--- config.mk ---
export PLATFORM = sky130hd
export DESIGN_NAME = avl_mem_master
export DESIGN_NICKNAME = d
export VERILOG_FILES = /design/src/rtl/avl_mem_master.sv
export SDC_FILE = /design/constraint.sdc
export NUM_CORES = 1
export LEC_CHECK = 0
export CAP_MARGIN = 5
export CORE_ASPECT_RATIO = 2
export CORE_MARGIN = 5
export CORE_UTILIZATION = 44
export CTS_CLUSTER_DIAMETER = 120
export DETAILED_ROUTE_END_ITERATION = 12
export PLACE_DENSITY = 0.81
export SKIP_LAST_GASP = 1
export SLEW_MARGIN = 40
export SYNTH_ARGS = -nofsm -noshare
export SYNTH_HDL_FRONTEND = slang
export SYNTH_SLANG_ARGS = --single-unit
--- constraint.sdc ---
create_clock -name clk -period 2.3 [get_ports clk]
set_input_delay 0.46 -clock clk [delete_from_list [all_inputs] [get_ports clk]]
set_output_delay 0.46 -clock clk [all_outputs]
set_load 0.05 [all_outputs]
--- src/rtl/avl_mem_master.sv ---
// ---------------------------------------------------------------------------
// avl_mem_master
//   The CPU's single Avalon-MM master port. Arbitrates between the
//   instruction-fetch port (i_*) and the data load/store port (d_*), data
//   first, and issues one Avalon read or write per request. Misaligned or
//   illegal requests are answered with an error ack and never reach the bus.
//
// Ports
//   clk, rst              clock, synchronous active-high reset
//   i_req/i_addr          fetch request (held until i_ack) and byte address
//   i_rdata/i_ack/i_err   fetched word, one-cycle completion pulse, error
//   d_req/d_we/d_addr     data request, 1=store, byte address
//   d_size/d_signed       00 byte, 01 half, 10 word, 11 illegal; sign-extend
//   d_wdata               right-justified store data
//   d_rdata/d_ack/d_err   load result, one-cycle completion pulse, error
//   avm_*                 Avalon-MM master signals
//
// Parameter
//   WAIT_TIMEOUT          consecutive waitrequest-high bus cycles before the
//                         transaction aborts with an error; 0 disables it
// ---------------------------------------------------------------------------
module avl_mem_master #(
  parameter int unsigned WAIT_TIMEOUT = 0
) (
  input  logic        clk,
  input  logic        rst,
  input  logic        i_req,
  input  logic [31:0] i_addr,
  output logic [31:0] i_rdata,
  output logic        i_ack,
  output logic        i_err,
  input  logic        d_req,
  input  logic        d_we,
  input  logic [31:0] d_addr,
  input  logic [1:0]  d_size,
  input  logic        d_signed,
  input  logic [31:0] d_wdata,
  output logic [31:0] d_rdata,
  output logic        d_ack,
  output logic        d_err,
  output logic [31:0] avm_address,
  output logic [3:0]  avm_byteenable,
  output logic [31:0] avm_writedata,
  output logic        avm_read,
  output logic        avm_write,
  input  logic [31:0] avm_readdata,
  input  logic        avm_waitrequest
);

  typedef enum logic [2:0] {IDLE, BUS_I, BUS_D, ACK_I, ACK_D} state_t;

  localparam logic [31:0] TO_LAST = (WAIT_TIMEOUT == 0) ? 32'd0 : 32'(WAIT_TIMEOUT - 1);

  state_t      state, state_n;
  logic [1:0]  lane, lane_n;        // byte offset of the access within the word
  logic [1:0]  size, size_n;        // fetches are recorded as word accesses
  logic        sgn, sgn_n;
  logic [31:0] wait_cnt, wait_cnt_n;

  logic [31:0] i_rdata_n, d_rdata_n, avm_address_n, avm_writedata_n;
  logic [3:0]  avm_byteenable_n;
  logic        i_ack_n, i_err_n, d_ack_n, d_err_n, avm_read_n, avm_write_n;
  logic        d_bad;

  // Right-align the addressed lane, then extend byte/half results.
  function automatic logic [31:0] fmt_load(input logic [31:0] raw, input logic [1:0] off,
                                           input logic [1:0] sz, input logic sg);
    logic [31:0] sh;
    sh = raw >> {off, 3'b000};
    case (sz)
      2'b00:   return {{24{sg & sh[7]}}, sh[7:0]};
      2'b01:   return {{16{sg & sh[15]}}, sh[15:0]};
      default: return raw;
    endcase
  endfunction

  assign d_bad = (d_size == 2'b11) || (d_size == 2'b01 && d_addr[0]) ||
                 (d_size == 2'b10 && d_addr[1:0] != 2'b00);

  // NOTE: every variable gets its default first so no path through the
  // case can leave one unassigned and infer a latch.
  always_comb begin
    state_n          = state;
    lane_n           = lane;
    size_n           = size;
    sgn_n            = sgn;
    wait_cnt_n       = wait_cnt;
    i_rdata_n        = i_rdata;
    d_rdata_n        = d_rdata;
    i_ack_n          = 1'b0;
    i_err_n          = 1'b0;
    d_ack_n          = 1'b0;
    d_err_n          = 1'b0;
    avm_address_n    = avm_address;
    avm_byteenable_n = avm_byteenable;
    avm_writedata_n  = avm_writedata;
    avm_read_n       = avm_read;
    avm_write_n      = avm_write;

    case (state)
      IDLE: begin
        wait_cnt_n = '0;
        if (d_req) begin
          if (d_bad) begin
            d_ack_n   = 1'b1;
            d_err_n   = 1'b1;
            d_rdata_n = '0;
            state_n   = ACK_D;
          end else begin
            avm_address_n = {d_addr[31:2], 2'b00};
            case (d_size)
              2'b00: begin
                avm_byteenable_n = 4'b0001 << d_addr[1:0];
                avm_writedata_n  = {4{d_wdata[7:0]}};
              end
              2'b01: begin
                avm_byteenable_n = 4'b0011 << {d_addr[1], 1'b0};
                avm_writedata_n  = {2{d_wdata[15:0]}};
              end
              default: begin
                avm_byteenable_n = 4'b1111;
                avm_writedata_n  = d_wdata;
              end
            endcase
            avm_read_n  = ~d_we;
            avm_write_n = d_we;
            lane_n      = d_addr[1:0];
            size_n      = d_size;
            sgn_n       = d_signed;
            state_n     = BUS_D;
          end
        end else if (i_req) begin
          if (i_addr[1:0] != 2'b00) begin
            i_ack_n   = 1'b1;
            i_err_n   = 1'b1;
            i_rdata_n = '0;
            state_n   = ACK_I;
          end else begin
            avm_address_n    = i_addr;
            avm_byteenable_n = 4'b1111;
            avm_writedata_n  = '0;
            avm_read_n       = 1'b1;
            avm_write_n      = 1'b0;
            lane_n           = 2'b00;
            size_n           = 2'b10;
            sgn_n            = 1'b0;
            state_n          = BUS_I;
          end
        end
      end

      BUS_I, BUS_D: begin
        if (!avm_waitrequest) begin
          avm_read_n  = 1'b0;
          avm_write_n = 1'b0;
          if (state == BUS_I) begin
            i_ack_n   = 1'b1;
            i_rdata_n = avm_readdata;
            state_n   = ACK_I;
          end else begin
            d_ack_n   = 1'b1;
            d_rdata_n = avm_write ? 32'd0 : fmt_load(avm_readdata, lane, size, sgn);
            state_n   = ACK_D;
          end
        end else if (WAIT_TIMEOUT != 0 && wait_cnt == TO_LAST) begin
          avm_read_n  = 1'b0;
          avm_write_n = 1'b0;
          if (state == BUS_I) begin
            i_ack_n   = 1'b1;
            i_err_n   = 1'b1;
            i_rdata_n = '0;
            state_n   = ACK_I;
          end else begin
            d_ack_n   = 1'b1;
            d_err_n   = 1'b1;
            d_rdata_n = '0;
            state_n   = ACK_D;
          end
        end else begin
          wait_cnt_n = wait_cnt + 32'd1;
        end
      end

      // The ack pulse ends here; the next request is sampled back in IDLE.
      default: state_n = IDLE;
    endcase
  end

  // NOTE: sequential state is updated with non-blocking assignments so every
  // register samples the pre-edge values regardless of statement order.
  always_ff @(posedge clk) begin
    if (rst) begin
      state          <= IDLE;
      lane           <= '0;
      size           <= '0;
      sgn            <= 1'b0;
      wait_cnt       <= '0;
      i_rdata        <= '0;
      i_ack          <= 1'b0;
      i_err          <= 1'b0;
      d_rdata        <= '0;
      d_ack          <= 1'b0;
      d_err          <= 1'b0;
      avm_address    <= '0;
      avm_byteenable <= '0;
      avm_writedata  <= '0;
      avm_read       <= 1'b0;
      avm_write      <= 1'b0;
    end else begin
      state          <= state_n;
      lane           <= lane_n;
      size           <= size_n;
      sgn            <= sgn_n;
      wait_cnt       <= wait_cnt_n;
      i_rdata        <= i_rdata_n;
      i_ack          <= i_ack_n;
      i_err          <= i_err_n;
      d_rdata        <= d_rdata_n;
      d_ack          <= d_ack_n;
      d_err          <= d_err_n;
      avm_address    <= avm_address_n;
      avm_byteenable <= avm_byteenable_n;
      avm_writedata  <= avm_writedata_n;
      avm_read       <= avm_read_n;
      avm_write      <= avm_write_n;
    end
  end

endmodule

Yosys cells after proc, flatten, opt, wreduce, memory -nomap -nowiden

Index checks and enable logic that the tools add are counted.

Flip-flop bits (word level): 146
Output and inout bits: 138
Word-level logic and storage cells: 125

Reductions and logical operators: 18
Multiplexer cells: 66
Eq/ne operators: 19
Bitwise operators: 4
Shift operators: 3

Operators by type and width:

| kind                                                | number |
|---|---|
| 2-to-1 mux 32 bit                                   | 18 |
| case mux 32 bit (2 select lines)                    | 4 |
| >> shifter 32 x 5 -> 16 bit                         | 1 |
| 2-to-1 mux 1 bit                                    | 20 |
| != test 2 bit, second input constant                | 10 |
| 2-to-1 mux 2 bit                                    | 9 |
| 2-to-1 mux 4 bit                                    | 4 |
| 2-to-1 mux 3 bit                                    | 5 |
| AND reduction 5 bit                                 | 2 |
| != test 3 bit, second input constant                | 3 |
| case mux 1 bit (2 select lines)                     | 4 |
| case mux 4 bit (2 select lines)                     | 1 |
| nonzero test 2 bit                                  | 4 |
| case mux 3 bit (2 select lines)                     | 1 |
| AND reduction 6 bit                                 | 1 |
| equality test 2 x 1 -> 1 bit, second input constant | 2 |
| equality test 2 bit, second input constant          | 2 |
| zero test 2 bit                                     | 2 |
| AND reduction 4 bit                                 | 1 |
| OR reduction 2 bit                                  | 2 |
| << shifter 1 x 2 -> 4 bit, first input constant     | 1 |
| << shifter 2 x 2 -> 4 bit, first input constant     | 1 |
| equality test 3 x 1 -> 1 bit, second input constant | 1 |
| equality test 3 x 2 -> 1 bit, second input constant | 1 |
| other kinds (6)                                     | 10 |

Depth between registers and ports, before layout

Gate-level depths: netlist of the first run.

Depth after elaboration: 7
Depth in mapped cells: 8
Depth with buffers taken out: 4

Worst setup path after synthesis of the first run

No wires, ideal clock.

Path kind: input to register
Start: input d_size[0]
End: register avm_writedata[17]
Setup time: 117 ps
Path slack: 409 ps
Arrival: 1774 ps
Required time: 2183 ps
Path buffers: 2
Stages: 6
Cells stage by stage: buf_2 > o31a_1 > a21oi_4 > a21oi_4 > buf_6 > a22o_1

Word-level cells in the longest chain between the ends: 6
Elaborated cells on any way between the ends: 13
Those cells by class: eq/ne: 4; mux: 3; reduce/logical: 6

Ends and longest elaborated chain:

| what                           | RTL line | RTL |
|---|---|---|
| start: declaration             | 35       | `input logic [1:0] d_size,` |
| equality test 2 x 1 -> 1 bit   | 77, 111  |  |
| logical AND 1 bit              | 77       | `assign d_bad = (d_size == 2'b11) \|\| (d_size == 2'b01 && d_addr[0]) \|\|` |
| logical OR 1 bit (2 in series) | 77       |  |
| != test 2 bit (no line)        | n/a      |  |
| AND reduction 4 bit (no line)  | n/a      |  |
| end signal: assignment         | 223      | `avm_writedata <= avm_writedata_n;` |
| end: declaration               | 43       | `output logic [31:0] avm_writedata,` |

Parallel ways exist; a longest one is shown, timed or not. The select of a mux whose other input is x is not followed.
A chain may end at the register's enable or synchronous reset.

Worst setup path in the final report of the first run

Start: register avm_write
End: output avm_write

RTL lines:

| what                     | RTL line | RTL |
|---|---|---|
| start: declaration       | 45       | `output logic avm_write,` |
| start signal: assignment | 225      | `avm_write <= avm_write_n;` |

No word-level cell between the ends.

==> results.cfg, run 1 <==
[outcome]
status = finished clean

[routing]
drc = 0
dr.pass1.iters = 5
via_count = 7418
routedWlPerCell_um = 20.7
drtIter0Drc = 319
via_per_inst = 5.87
ant_nets = 0
wl_um = 26200

[finish]
num-nets-final = 1190
area_delta_synth_final_pct = 53.3
drive_gt1_frac = 0.103
finalInstanceArea_um2 = 10600
fin_util = 0.687

[synthesis]
ys_types = 54
syn_avg_cell_area_um2 = 8.64
synth_edf_count = 0
yosysWarnings = 0
synth-seq-area-share = 0.424
ys.flop_type = dfxtp_1
netlist.area_leader.share = 0.424
syn_nets = 935
synth_area_um2 = 6890
yosys-top-cells-area = dfxtp_1 42%, a21oi_1 7.8%, o21ai_0 6.4%
synthArstFlopShare = 0
yosysTopAreaCell = dfxtp_1
yosys_register_bits = 146
synthCells = 798

[clock_tree]
cts_sinks = 146
ctsHoldBuffers = 0
cts_made_buffers = 17
cts.path.max_buffers = 2
cts_resized = 0
cts-root-buf = clkbuf_16
clock_latency_ns = 0.42
cts.reportedPaths.clkPinSlew_ns = 0.06
cts_setup_buffers = 0
htreeDepth = 4
cts_tree = built

[critical_path]
crit_path_end_kind = primary output
path_delay_family = buffers and inverters
crit_chain = clkdlybuf4s50_1
slowest_stage = clkdlybuf4s50_1
worstPathArrival_ns = 1.67
path_max_fanout = 3
crit_buf_inv = 1
cpPeakStageDelay_ns = 0.87
crit_type = reg -> out
crit_start = avm_write
worstPathRequired_ns = 1.84
cp-start-kind = flop
rr_startpoint = lane[1]

[global_route]
antenna_found_initial = 1
grt_use_total = 0.277
grt_max_degree = 54
gr-total-overflow = 0
grt_pass1_wl_um = 40800
grt_pass1_vias = 7369

[placement]
routabilityCongestion = 0.921
port_buffers = 274
dpl-instance-area_um2 = 9990
dp.final_hpwl_um = 19500

[timing]
slew_headroom = 0.603
slew_viol_final = 0
finalSetupViolCount = 0
fin_crit_sh = 0.925
rsz0062_at_grt = false
max_slew.worst_pin.slew_ns = 0.594
post-route-min-period_ns = 2.13
max_freq_mhz = 470
skew_ns = 0.00961
fin_setup_tns_ns = 0
hold_viol_final = 0

[power]
power_switching_mw = 3.98
power_frac_seq = 0.310
power.density_nw_per_um2 = 940
pwr-share-comb = 0.414
cellLeakagePower_nw = 3.78
ir_worst_vdd_mv = 0.594
netSwitchingFraction = 0.401
clock_power_share = 0.277
p_int_mw = 5.95

[floorplanning]
fp.dieH_um = 187
design.core.area_um2 = 15400
die-area_um2 = 18400
ios = 275
die_w_um = 98.5
floorplan.initialDensity = 0.448
core.rowCount = 64

[worst_hold_path]
min_from = rst
hold_class = in -> reg

[flow_run]
drv_cap = 0
[kinds of logic (layout without fill, tap and decap cells)]
kind of cell	after synthesis	count (layout)	share of synthesized area
AO/OA/AOI/OAI	320	320	0.284
XOR/XNOR	1	1	0.00127
buffers and inverters	106	372	0.0695
flip-flops	146	146	0.424
multiplexers	61	61	0.0962
other	0	1	0
AND/OR/NAND/NOR	164	164	0.125
[worst paths after layout]
kind	endpoint	cells past startpoint	slack [ns]
min reg2reg	d_rdata[17]	2	0.45
max reg2reg	d_rdata[10]	4	0.25
max	avm_write	1	0.17
min	state[2]	2	0.29
[through the flow]
step	hold WS [ns]	total power, mW	std cells	worst slack [ns]
2_1_floorplan	0.474	5.65	798	0.409
3_3_place_gp	0.434	7.14	1232	0.00210
3_5_place_dp	0.442	7.18	1232	-0.0636
4_1_cts	0.276	9.94	1262	0.150
5_1_grt	0.288	10.3	1263	0.114
6_report	0.292	9.93	1263	0.173
[flip-flops by register name, indices dropped and copies added (netlist names), 2 cells and up]
name            count
avm_address        32
lane                2
i_rdata            32
d_rdata            32
state               3
avm_writedata      32
size                2
avm_byteenable      4
[cells in the final DEF (no fill, tap or decap), types with 3 or more instances in the layout]
| cell type | instances |
|---|---|
| nand2_1 | 47 |
| o2111ai_1 | 6 |
| a211oi_1 | 40 |
| nor2_1 | 5 |
| a22oi_1 | 22 |
| nand3_1 | 29 |
| o31a_1 | 3 |
| nor2_2 | 3 |
| buf_12 | 11 |
| clkbuf_16 | 17 |
| mux2i_1 | 40 |
| clkinvlp_4 | 4 |
| dfxtp_1 | 146 |
| o21ai_1 | 7 |
| o22ai_1 | 7 |
| nor2b_1 | 4 |
| inv_1 | 21 |
| a211o_1 | 3 |
| o21ai_0 | 88 |
| buf_4 | 37 |
| a22o_1 | 15 |
| a21oi_1 | 107 |
| clkdlybuf4s50_1 | 272 |
| nand4_1 | 41 |
| nand2b_1 | 17 |
| mux2_2 | 17 |
| a21o_1 | 3 |
| o21a_1 | 3 |
| nor3_1 | 5 |
[layout make-up]
cell class | count | area (um^2)
clock inverter | 12 | 135
sequential | 146 | 2920
multi-input combinational | 546 | 3510
clock buffer | 18 | 439
fill | 1313 | 4810
inverter | 21 | 78.8
timing repair buffer | 321 | 3230
antenna | 1 | 2.50
tap | 198 | 248
[power by group through the flow]
| stage | combinational [mW] | sequential (mW) | clock, mW |
|---|---|---|---|
| 6_report | 4.11 | 3.07 | 2.75 |
| 5_1_grt | 4.33 | 3.11 | 2.90 |
| 4_1_cts | 4.08 | 3.07 | 2.78 |
| 3_5_place_dp | 4.06 | 3.12 | 0 |
| 3_3_place_gp | 4.03 | 3.11 | 0 |
| 2_1_floorplan | 1.61 | 4.05 | 0 |
[cell usage after synthesis (3+ instances only)]
library cell	n
dfxtp_1	146
a21oi_1	108
o21ai_0	88
clkbuf_1	54
nand2_1	47
nand4_1	41
a211oi_1	40
mux2i_1	40
nand3_1	29
a22oi_1	22
inv_1	21
buf_2	19
mux2_2	17
nand2b_1	17
a22o_1	15
nor2_1	7
o21ai_1	7
o22ai_1	7
buf_6	6
o2111ai_1	6
nor3_1	5
nor2b_1	4
a211o_1	3
a21o_1	3
buf_4	3
o21a_1	3
o31a_1	3
[per-layer routing]
layer	wire (um)	vias up	global-route usage	part of all wire
met5	0	-	0	0
met4	1650	0	0.171	0.063
met3	1660	97	0.0594	0.063
met2	14300	340	0.513	0.55
met1	8540	3503	0.273	0.33
li1	-	3478	-	-
(Power assumes the default switching activity.)
==> inputs of run 2 (changes only) <==
--- a/config.mk
+++ b/config.mk
@@ -7,11 +7,11 @@
 export LEC_CHECK = 0
 export CAP_MARGIN = 5
 export CORE_ASPECT_RATIO = 2
-export CORE_MARGIN = 5
-export CORE_UTILIZATION = 44
+export CORE_MARGIN = 1
+export CORE_UTILIZATION = 47
 export CTS_CLUSTER_DIAMETER = 120
 export DETAILED_ROUTE_END_ITERATION = 12
-export PLACE_DENSITY = 0.81
+export PLACE_DENSITY = 0.86
 export SKIP_LAST_GASP = 1
 export SLEW_MARGIN = 40
 export SYNTH_ARGS = -nofsm -noshare
==> constraint.sdc (replaced) <==
create_clock -name clk -period 2.58 [get_ports clk]
set_input_delay 0.516 -clock clk [delete_from_list [all_inputs] [get_ports clk]]
set_output_delay 0.516 -clock clk [all_outputs]
set_load 0.05 [all_outputs]
==> run 2 against run 1 <==
  * First-iteration DRC count increased by 38%
  * Flip-flop and latch count unchanged
  * Highest routed layer unchanged
  * Largest power group unchanged
  * Die area decreased by 18%
  * Cell area decreased by 1.1%
  * Sequential share of layout area increased by 0.30 points
==> results.cfg, run 2 (synthesis results as in run 1) <==
[outcome]
status = finished clean

[power]
finalPower_mw = 9.07
pwr-share-comb = 0.387
p_int_mw = 5.61
clock_power_share = 0.309
ir_worst_vdd_mv = 0.528
power_frac_seq = 0.304
cellLeakagePower_nw = 3.72
power_switching_mw = 3.46
netSwitchingFraction = 0.382
power.density_nw_per_um2 = 868

[critical_path]
cpPeakStageDelay_ns = 0.83
path_max_fanout = 2
cp-start-kind = flop
crit_chain = clkdlybuf4s50_1
crit_path_end_kind = primary output
worstPathArrival_ns = 1.64
worstPathRequired_ns = 2.06
crit_type = reg -> out
path_delay_family = buffers and inverters
slowest_stage = clkdlybuf4s50_1
crit_buf_inv = 1

[timing]
finalSetupViolCount = 0
post-route-min-period_ns = 2.15
fin_crit_sh = 0.835
slew_headroom = 0.468
max_freq_mhz = 464
max_slew.worst_pin.slew_ns = 0.796
rsz0062_at_grt = false
hold_viol_final = 0
slew_viol_final = 0
fin_setup_tns_ns = 0
skew_ns = 0.0102

[routing]
wl_um = 24400
routedWlPerCell_um = 19.7
drtIter0Drc = 440
ant_nets = 0
via_per_inst = 5.91
dr.pass1.iters = 7
via_count = 7328
drc = 0

[global_route]
grt_max_degree = 53
grt_use_total = 0.321
grt_pass1_wl_um = 37200
gr-total-overflow = 0
antenna_found_initial = 0
grt_pass1_vias = 7241

[clock_tree]
cts.path.max_buffers = 2
cts_resized = 0
cts_setup_buffers = 0
cts_made_buffers = 17
cts_sinks = 146
cts_tree = built
cts-root-buf = clkbuf_16
cts.reportedPaths.clkPinSlew_ns = 0.06
htreeDepth = 4
clock_latency_ns = 0.41
ctsHoldBuffers = 0

[placement]
dp.final_hpwl_um = 17800
port_buffers = 274
routabilityCongestion = 0.897
dpl.cell_count = 1209
dpl-instance-area_um2 = 9780

[finish]
fin_util = 0.728
area_delta_synth_final_pct = 51.6
drive_gt1_frac = 0.0897
fin_cells = 1240
finalInstanceArea_um2 = 10500
nFillCells = 1134
layout_common_cells = 272 x clkdlybuf4s50_1, 146 x dfxtp_1, 107 x a21oi_1
num-nets-final = 1173
antenna_cells = 0
final_common_cell = clkdlybuf4s50_1

[floorplanning]
ios = 275
die_w_um = 87.6
die-area_um2 = 15200
core.rowCount = 62
floorplan.initialDensity = 0.480
fp.dieH_um = 173
design.core.area_um2 = 14400

[worst_hold_path]
hold_class = reg -> reg

[flow_run]
drv_cap = 0
[run 2: stage by stage]
stage | hold WS [ns] | worst slack, ns
3_5_place_dp | 0.441 | 0.117
4_1_cts | 0.450 | 0.423
2_1_floorplan | 0.474 | 0.633
6_report | 0.448 | 0.426
3_3_place_gp | 0.432 | 0.143
5_1_grt | 0.470 | 0.394
[run 2: cell type report]
type                            instances  area (um^2)  share of cell area
Clock buffer                           19          443              0.0424
Tap cell                              192          240              0.0230
Sequential cell                       146         2920               0.280
Multi-Input combinational cell        546         3520               0.336
Clock inverter                         12          228              0.0218
Inverter                               21         78.8             0.00754
Timing Repair Buffer                  304         3020               0.289
[run 2: power groups by stage]
stage | registers (mW) | logic [mW] | clock network (mW)
4_1_cts | 2.76 | 3.47 | 2.83
3_3_place_gp | 2.79 | 3.40 | 0
5_1_grt | 2.79 | 3.69 | 2.93
6_report | 2.76 | 3.51 | 2.80
3_5_place_dp | 2.80 | 3.45 | 0
2_1_floorplan | 3.61 | 1.43 | 0
[run 2: worst paths after layout]
check | startpoint | to | slack (ns) | depth (start not counted)
setup / recovery | d_rdata[1] | d_rdata[1] | 0.43 | 1
hold reg to reg | d_rdata[29] | d_rdata[29] | 0.45 | 2
hold / removal | d_rdata[29] | d_rdata[29] | 0.45 | 2
setup reg to reg | state[0] | avm_writedata[2] | 0.55 | 4
[run 2: worst register-to-register path, stage by stage (launching register included)]
cell     delay [ns]
dfxtp_1        0.45
or3_1          0.56
nor2_1         0.17
and3_1         0.57
a22o_1         0.23
[run 2: routing by layer]
metal / vias up / routed length (um) / track usage
li1: 3441 / - / -
met2: 364 / 13100 / 0.579
met5: - / 0 / 0
met1: 3431 / 8200 / 0.321
met4: 0 / 1560 / 0.202
met3: 92 / 1580 / 0.0710
